$ cat src/rtl/reg_file_dual_wr.sv
// Parametrised register file with two combinational read ports and two write
// ports. Port B wins a same-address collision. A clear sweep zeroes the array
// one entry per cycle after reset or on request. Per-entry dirty flags record
// which registers have been written since the last clear.
//
// state    | meaning
// ---------+-----------------------------------------------------------
// ST_CLEAR | sweeping clr_addr through the array, writes/reads blocked
// ST_READY | normal operation, writes and bypassed reads active
module reg_file_dual_wr #(
    parameter int DATA_W   = 16,
    parameter int ADDR_W   = 3,
    parameter int ZERO_REG = 0
) (
    input  logic                   clk_i,
    input  logic                   rst_n_i,
    input  logic                   clr_req_i,
    output logic                   ready_o,
    input  logic [ADDR_W-1:0]      rd_addr1_i,
    output logic [DATA_W-1:0]      rd_data1_o,
    input  logic [ADDR_W-1:0]      rd_addr2_i,
    output logic [DATA_W-1:0]      rd_data2_o,
    input  logic                   wa_en_i,
    input  logic [ADDR_W-1:0]      wa_addr_i,
    input  logic [DATA_W-1:0]      wa_data_i,
    input  logic                   wb_en_i,
    input  logic [ADDR_W-1:0]      wb_addr_i,
    input  logic [DATA_W-1:0]      wb_data_i,
    output logic                   wr_conflict_o,
    output logic [2**ADDR_W-1:0]   dirty_o
);

    localparam int                DEPTH     = 2**ADDR_W;
    localparam logic [ADDR_W-1:0] LAST_ADDR = ADDR_W'(DEPTH - 1);
    localparam logic              HAS_ZERO  = (ZERO_REG != 0);

    typedef enum logic {
        ST_CLEAR,
        ST_READY
    } state_t;

    state_t              state_q, state_d;
    logic [ADDR_W-1:0]   clr_addr_q, clr_addr_d;
    logic [DEPTH-1:0]    dirty_q, dirty_d;
    logic                conflict_q, conflict_d;
    logic [DATA_W-1:0]   mem_q [DEPTH];

    logic is_ready;
    logic wa_ok;
    logic wb_ok;

    // A write to the hardwired zero register is dropped but still counts
    // toward collision detection.
    assign is_ready = (state_q == ST_READY);
    assign wa_ok    = is_ready && wa_en_i && !(HAS_ZERO && (wa_addr_i == '0));
    assign wb_ok    = is_ready && wb_en_i && !(HAS_ZERO && (wb_addr_i == '0));

    // Control registers; reset forces a fresh sweep from address 0.
    always_ff @(posedge clk_i) begin
        if (!rst_n_i) begin
            state_q    <= ST_CLEAR;
            clr_addr_q <= '0;
            dirty_q    <= '0;
            conflict_q <= 1'b0;
        end else begin
            state_q    <= state_d;
            clr_addr_q <= clr_addr_d;
            dirty_q    <= dirty_d;
            conflict_q <= conflict_d;
        end
    end

    // Next-state: sweep sequencing, dirty tracking and collision detect.
    always_comb begin
        state_d    = state_q;
        clr_addr_d = clr_addr_q;
        dirty_d    = dirty_q;
        conflict_d = 1'b0;
        case (state_q)
            ST_CLEAR: begin
                clr_addr_d = clr_addr_q + ADDR_W'(1);
                if (clr_addr_q == LAST_ADDR) begin
                    state_d = ST_READY;
                end
            end
            ST_READY: begin
                conflict_d = wa_en_i && wb_en_i && (wa_addr_i == wb_addr_i);
                if (wa_ok) dirty_d[wa_addr_i] = 1'b1;
                if (wb_ok) dirty_d[wb_addr_i] = 1'b1;
                // Clear request wins over same-cycle dirty updates; the
                // data writes themselves still land before the sweep.
                if (clr_req_i) begin
                    state_d    = ST_CLEAR;
                    clr_addr_d = '0;
                    dirty_d    = '0;
                end
            end
            default: state_d = ST_CLEAR;
        endcase
    end

    // Array storage: sweep zeroing, or A then B so B overrides on collision.
    always_ff @(posedge clk_i) begin
        if (rst_n_i) begin
            if (state_q == ST_CLEAR) begin
                mem_q[clr_addr_q] <= '0;
            end else begin
                if (wa_ok) mem_q[wa_addr_i] <= wa_data_i;
                if (wb_ok) mem_q[wb_addr_i] <= wb_data_i;
            end
        end
    end

    function automatic logic [DATA_W-1:0] rd_sel(
        input logic              rdy,
        input logic [ADDR_W-1:0] addr,
        input logic [DATA_W-1:0] stored
    );
        if (!rdy)                                   return '0;
        if (HAS_ZERO && (addr == '0))               return '0;
        if (wb_en_i && (wb_addr_i == addr))         return wb_data_i;
        if (wa_en_i && (wa_addr_i == addr))         return wa_data_i;
        return stored;
    endfunction

    // Combinational read ports with write-to-read bypass.
    always_comb begin
        rd_data1_o = rd_sel(is_ready, rd_addr1_i, mem_q[rd_addr1_i]);
        rd_data2_o = rd_sel(is_ready, rd_addr2_i, mem_q[rd_addr2_i]);
    end

    assign ready_o       = is_ready;
    assign wr_conflict_o = conflict_q;
    assign dirty_o       = dirty_q;

endmodule

$ cat config.mk
export PLATFORM = sky130hd
export DESIGN_NAME = reg_file_dual_wr
export DESIGN_NICKNAME = d
export VERILOG_FILES = /design/src/rtl/reg_file_dual_wr.sv
export SDC_FILE = /design/constraint.sdc
export NUM_CORES = 1
export LEC_CHECK = 0
export CAP_MARGIN = 20
export CORE_UTILIZATION = 50
export DETAILED_ROUTE_END_ITERATION = 10
export GPL_TIMING_DRIVEN = 0
export MAX_ROUTING_LAYER = met4
export PLACE_DENSITY = 0.84
export SETUP_SLACK_MARGIN = 0.5
export SKIP_CTS_REPAIR_TIMING = 1
export SLEW_MARGIN = 0
export SYNTH_ARGS = -nofsm -noshare
export SYNTH_HDL_FRONTEND = slang
export SYNTH_SLANG_ARGS = --single-unit
$ cat constraint.sdc
create_clock -name clk_i -period 2.6 [get_ports clk_i]
set_input_delay 0.26 -clock clk_i [delete_from_list [all_inputs] [get_ports clk_i]]
set_output_delay 0.26 -clock clk_i [all_outputs]
set_load 0.05 [all_outputs]
# Yosys cells after proc, flatten, opt, wreduce, memory -nomap -nowiden
# Memory sizes are Yosys's and may differ from the RTL's.
# Cells that the tools add are included.
[totals]
n_memories = 1
wordCells = 80
reg_bits = 13
in_bits = 49
ram_bits = 128
[classes]
add_sub_neg = 1
reduce_logical = 12
bitwise = 3
n_lt_le_gt_ge = 4
mux = 48
eq_ne = 7
[memory_table]
columns = ["memory", "depth", "width", "rd", "rd_ports_with_merged_regs", "write_ports", "line_no", "text"]
rows = [
  ["mem_q", 8, 16, 2, 0, 2, "46", "logic [DATA_W-1:0] mem_q [DEPTH];"],
]
[op_table]
columns = ["operator", "count"]
rows = [
  ["$mux 16", 12],
  ["$mux 8", 4],
  ["$mux 1", 26],
  ["$or 8x8->8", 2],
  ["$reduce_or 16->1", 1],
  ["$eq 3x3->1", 5],
  ["$logic_and 1x1->1", 10],
  ["$lt 3x4->1 const B", 2],
  ["$demux 1 s3", 2],
  ["$ge 3x1->1 const B", 2],
  ["$mux 3", 2],
  ["$pmux 3 s2", 1],
  ["$add 3x1->3 const B", 1],
  ["$eq 3x3->1 const B", 1],
  ["$ne 2x2->1 const B", 1],
  ["$pmux 1 s2", 1],
  ["$reduce_and 2->1", 1],
  ["$not 1->1", 1],
]

# Logic depth before layout (Yosys ltp)
# Gate-level depths: netlist of run 1.
[depth]
depth_word = 10
ltp_mapped = 7
ltp_nobuf = 5

# Least setup slack after synthesis of run 1
# Ideal clock, no wire load.
[synth_timing]
path_kind = "register to register"
startpoint = "reg state_q, in the netlist ready_o"
endpoint = "mem mem_q[7][0] (enable)"
stages_incl_launch_ff = 5
required_time_ps = 2184
t_arrival_ps = 2649
path_buffers = 1
path_slack_ps = -464
cell_sequence = "dfxtp_1 > buf_4 > and3_1 > o21ai_0 > o32ai_1"
[synth_rtl]
columns = ["item", "line_no", "text"]
rows = [
  ["from (decl)", "42", "state_t state_q, state_d;"],
  ["from (signal assigned)", "66", "state_q <= state_d;"],
  ["to (decl)", "46", ""],
]

# Final worst setup path of run 1
[layout_timing]
startpoint = "reg state_q, in the netlist ready_o"
endpoint = "out rd_data2_o[4]"
[layout_between]
elab_chain_len = 1
[layout_rtl]
columns = ["item", "line_no", "text"]
rows = [
  ["$mux 16", "120", "if (HAS_ZERO && (addr == '0)) return '0;"],
  ["to (decl)", "22", "output logic [DATA_W-1:0] rd_data2_o,"],
]
# No other way between the ends.

==> metrics.md, run 1 <==
| Metric | Value |
|---|---|
| Hold slack final | 0.139 ns |
| Post-DR wirelength/cell | 27.0 µm |
| Sw Share | 0.270 |
| Syn_area_per_cell | 10.0 µm² |
| Final non-filler cell total | 1256 |
| GPL Wtd Cong | about 1.0 |
| Num rows | 48 |
| Inst Count DP | roughly 1200 |
| Logic pwr share | 0.147 |
| Clock Latency Late Sink | 0.44 ns |
| CTS root buf | clkbuf_16 |
| Vias in the first global route | 8096 |
| DRC Markers | 0 |
| Die footprint | 18600 µm² |
| CTS Buf Count | 17 |
| CTS max path bufs | 2 |
| WS Path Type | reg -> out |
| Mapped Nets | 950 |
| CTS clk-pin slew, worst paths | 0.06 ns |
| Final ANT Viol Nets | 0 |
| CP startpoint | ready_o |
| Drt first pass iters | 6 |
| Critical path endpoint category | primary output |
| Fmax | roughly 400 MHz |
| DRT Wirelength | 33.9 mm |
| Part of the cycle the worst path needs | 0.958 |
| Core outline area | about 17000 µm² |
| Power density over the cells | 477 nW/µm² |
| Yosys reg bits | 141 |
| Worst Clk Skew | between 0.007 and 0.008 ns |
| Yosys Warn Count | 0 |
| IO Pins | 91 |
| Worst path max stage delay | 0.39 ns |
| Final net count | 1069 |
| Synth cell count leaders | nand2_1 (186), o21ai_0 (153), edfxtp_1 (128) |
| Die boundary width | approximately 140 µm |
| Least-Margin Pin Slew | 0.799 ns |
| Sequential area share after synthesis | 0.455 |
| Netlist cell types | 43 |
| HP Start | rst_n_i |
| Rel. slew slack | 0.467 |
| Crit start category | flop |
| Adder-cell share of the synthesized area | 0.00277 |
| Count of endpoints failing setup in the final report | 0 |
| Clock share of power | 0.408 |
| Area grow syn2layout | 30.8% |
| R2r startpoint | ready_o |
| Worst path slowest cell | a31oi_2 |
| Diodes inserted | 0 |
| Number of synthesized flops with an enable pin | 128 |
| Area share of the largest cell type after synthesis | 0.426 |
| Vias post-DR | approximately 8900 |
| DP HPWL | 21.4 mm |
| DR iter-0 viols | 1443 |
| Crit-path cells | buf_6, clkbuf_1, o21ai_0, a31oi_2, clkbuf_4 |
| Hold Fails Final Rpt | 0 |
| First-pass GRT wire length | 45.5 mm |
| Largest net degree at the start of global routing | 17 |
| Vias per std cell | a little over 7 |
| Tot GR Track Use | 0.350 |
| Pins over their slew limit | 0 |
| Grt ovf | 0 |
| Sink Count | 141 |
| Die Ht | 136 µm |
| Post-Synth Simple-Gate Area | 0.149 |
| Gate Count Post-Synth | 899 |
| Hold crit path type | in -> reg |
| Synth area leader | edfxtp_1 |
| Seq pwr share | 0.445 |
| XOR/XNOR Fraction of Synth Area | 0.0146 |
| Min Tclk post-route | between 2 and 2.5 ns |
| Antenna violations before repair | 0 |
| Mapped Area | roughly 9000 µm² |
| Main synth FF type | edfxtp_1 |
| Switching power total | between 1.5 and 2 mW |
| IO Port Bufs | between 60 and 70 |
| Post-synthesis mux area share | 0.156 |
| Maximum VDD drop | ~0.47 mV |
| Fin util | 0.675 |
| Layout cells sized above 1 | 0.296 |
| Max-cap viol count | 0 |
| Max FO, Critical Path | 10 |
| Leakage power | about 4.3 nW |
| Status | complete, no violations |
| Fin Setup TNS | 0 ns |
| FFs w/ async S/R, synth | 0 |
| Int Power | 4.12 mW |
| TritonCTS clock tree | done |
| H-tree level count | 4 |
| Worst reg2reg setup slack | 0.33 ns |
| Worst EP arrival | 2.23 ns |
| Top cells by area, synth | edfxtp_1 (43%), o21ai_0 (8.5%), nand2_1 (7.7%) |
| Starting density of the core | 0.516 |
| CP required | 2.34 ns |
| Main combinational cell family by area after synthesis | multiplexers |
| Compound-cell area share of the yosys netlist | 0.155 |
| Unrepaired setup endpoints after global routing | yes |
| Count leader, synth | nand2_1 |
power groups by stage:
stage | clock network [mW] | logic [mW] | registers (mW)
6_report | 2.30 | 0.828 | 2.51
4_1_cts | 2.25 | 0.645 | 2.51
2_1_floorplan | 0 | 0.440 | 2.55
5_1_grt | 2.35 | 0.852 | 2.51
3_3_place_gp | 0 | 0.631 | 2.55
3_5_place_dp | 0 | 0.644 | 2.56
cells in the final DEF, fill, tap and decap left out, types with 5 or more instances in the layout:
cell / count
o21ai_0: 141
a22oi_1: 13
clkbuf_1: 20
nand2b_1: 19
buf_12: 12
a22oi_2: 19
clkbuf_2: 8
nor2b_1: 5
clkinv_2: 6
nor2_1: 14
dfxtp_1: 12
o21ai_1: 19
nand3_2: 9
dlymetal6s2s_1: 7
a221oi_1: 5
mux4_2: 31
clkdlybuf4s50_1: 27
a31oi_4: 15
nand4_1: 5
buf_2: 25
clkbuf_4: 8
nand2b_4: 16
buf_6: 43
clkinvlp_4: 5
xnor2_1: 14
clkbuf_16: 18
nand2_1: 185
nand3_4: 5
buf_4: 39
inv_1: 6
edfxtp_1: 128
nand3_1: 20
a31oi_2: 17
mux2i_1: 65
worst max-delay path, delay by kind of cell (launching register included):
| family | cells | cell delay [ns] |
|---|---|---|
| AO/OA/AOI/OAI | 2 | 0.61 |
| buffers and inverters | 3 | 0.82 |
| flip-flops | 1 | 0.37 |
stage by stage:
stage / power [mW] / worst slack (ns) / cell area [µm²]
after floorplan: 2.99 / 0.391 / 9370
after global placement: 3.18 / -0.638 / 10300
after detailed placement: 3.20 / -0.657 / 10300
after CTS: 5.40 / -0.657 / 10800
after global routing: 5.71 / 0.141 / 11800
final: 5.64 / 0.109 / 11800
flip-flops by register name, summed over array words and instances (netlist names):
| signal | count |
|---|---|
| mem_q | 128 |
| clr_addr_q | 3 |
| ready_o | 1 |
| wr_conflict_o | 1 |
| dirty_o | 8 |
worst paths after layout:
kind                         to  cells past startpoint
hold / removal    clr_addr_q[0]                      2
hold reg to reg      dirty_o[1]                      2
setup reg to reg    mem_q[2][8]                      6
setup / recovery  rd_data2_o[4]                      5
per-layer routing:
metal / GRT usage / share of wire
met5: - / 0
met4: 0.187 / 0.070
met3: 0.0623 / 0.13
met2: 0.549 / 0.47
met1: 0.430 / 0.33
cells by family after synthesis:
group / after synthesis
muxes: 99
xor gates and xnor gates: 15
buffers and inverters: 97
AOI/OAI and AO/OA: 247
adders and majority gates: 2
and+or+nand+nor: 298
DFF: 141
cell type report:
cell class,count,area [µm²]
buffer,91,684
fill,1227,5670
multi-input combinational,661,5120
clock inverter,13,101
sequential,141,4110
timing repair buffer,100,1050
clock buffer,19,433
tap,225,282
inverter,6,22.5
Power figures use the tool's default switching activity.
==> inputs of run 2 (changes only) <==
- ABC_CLOCK_PERIOD_IN_PS: unset -> 2600
- SLEW_MARGIN: 0 -> 20
==> results of run 2 <==
Final layout, timing and power as in run 1 (identical DEF).
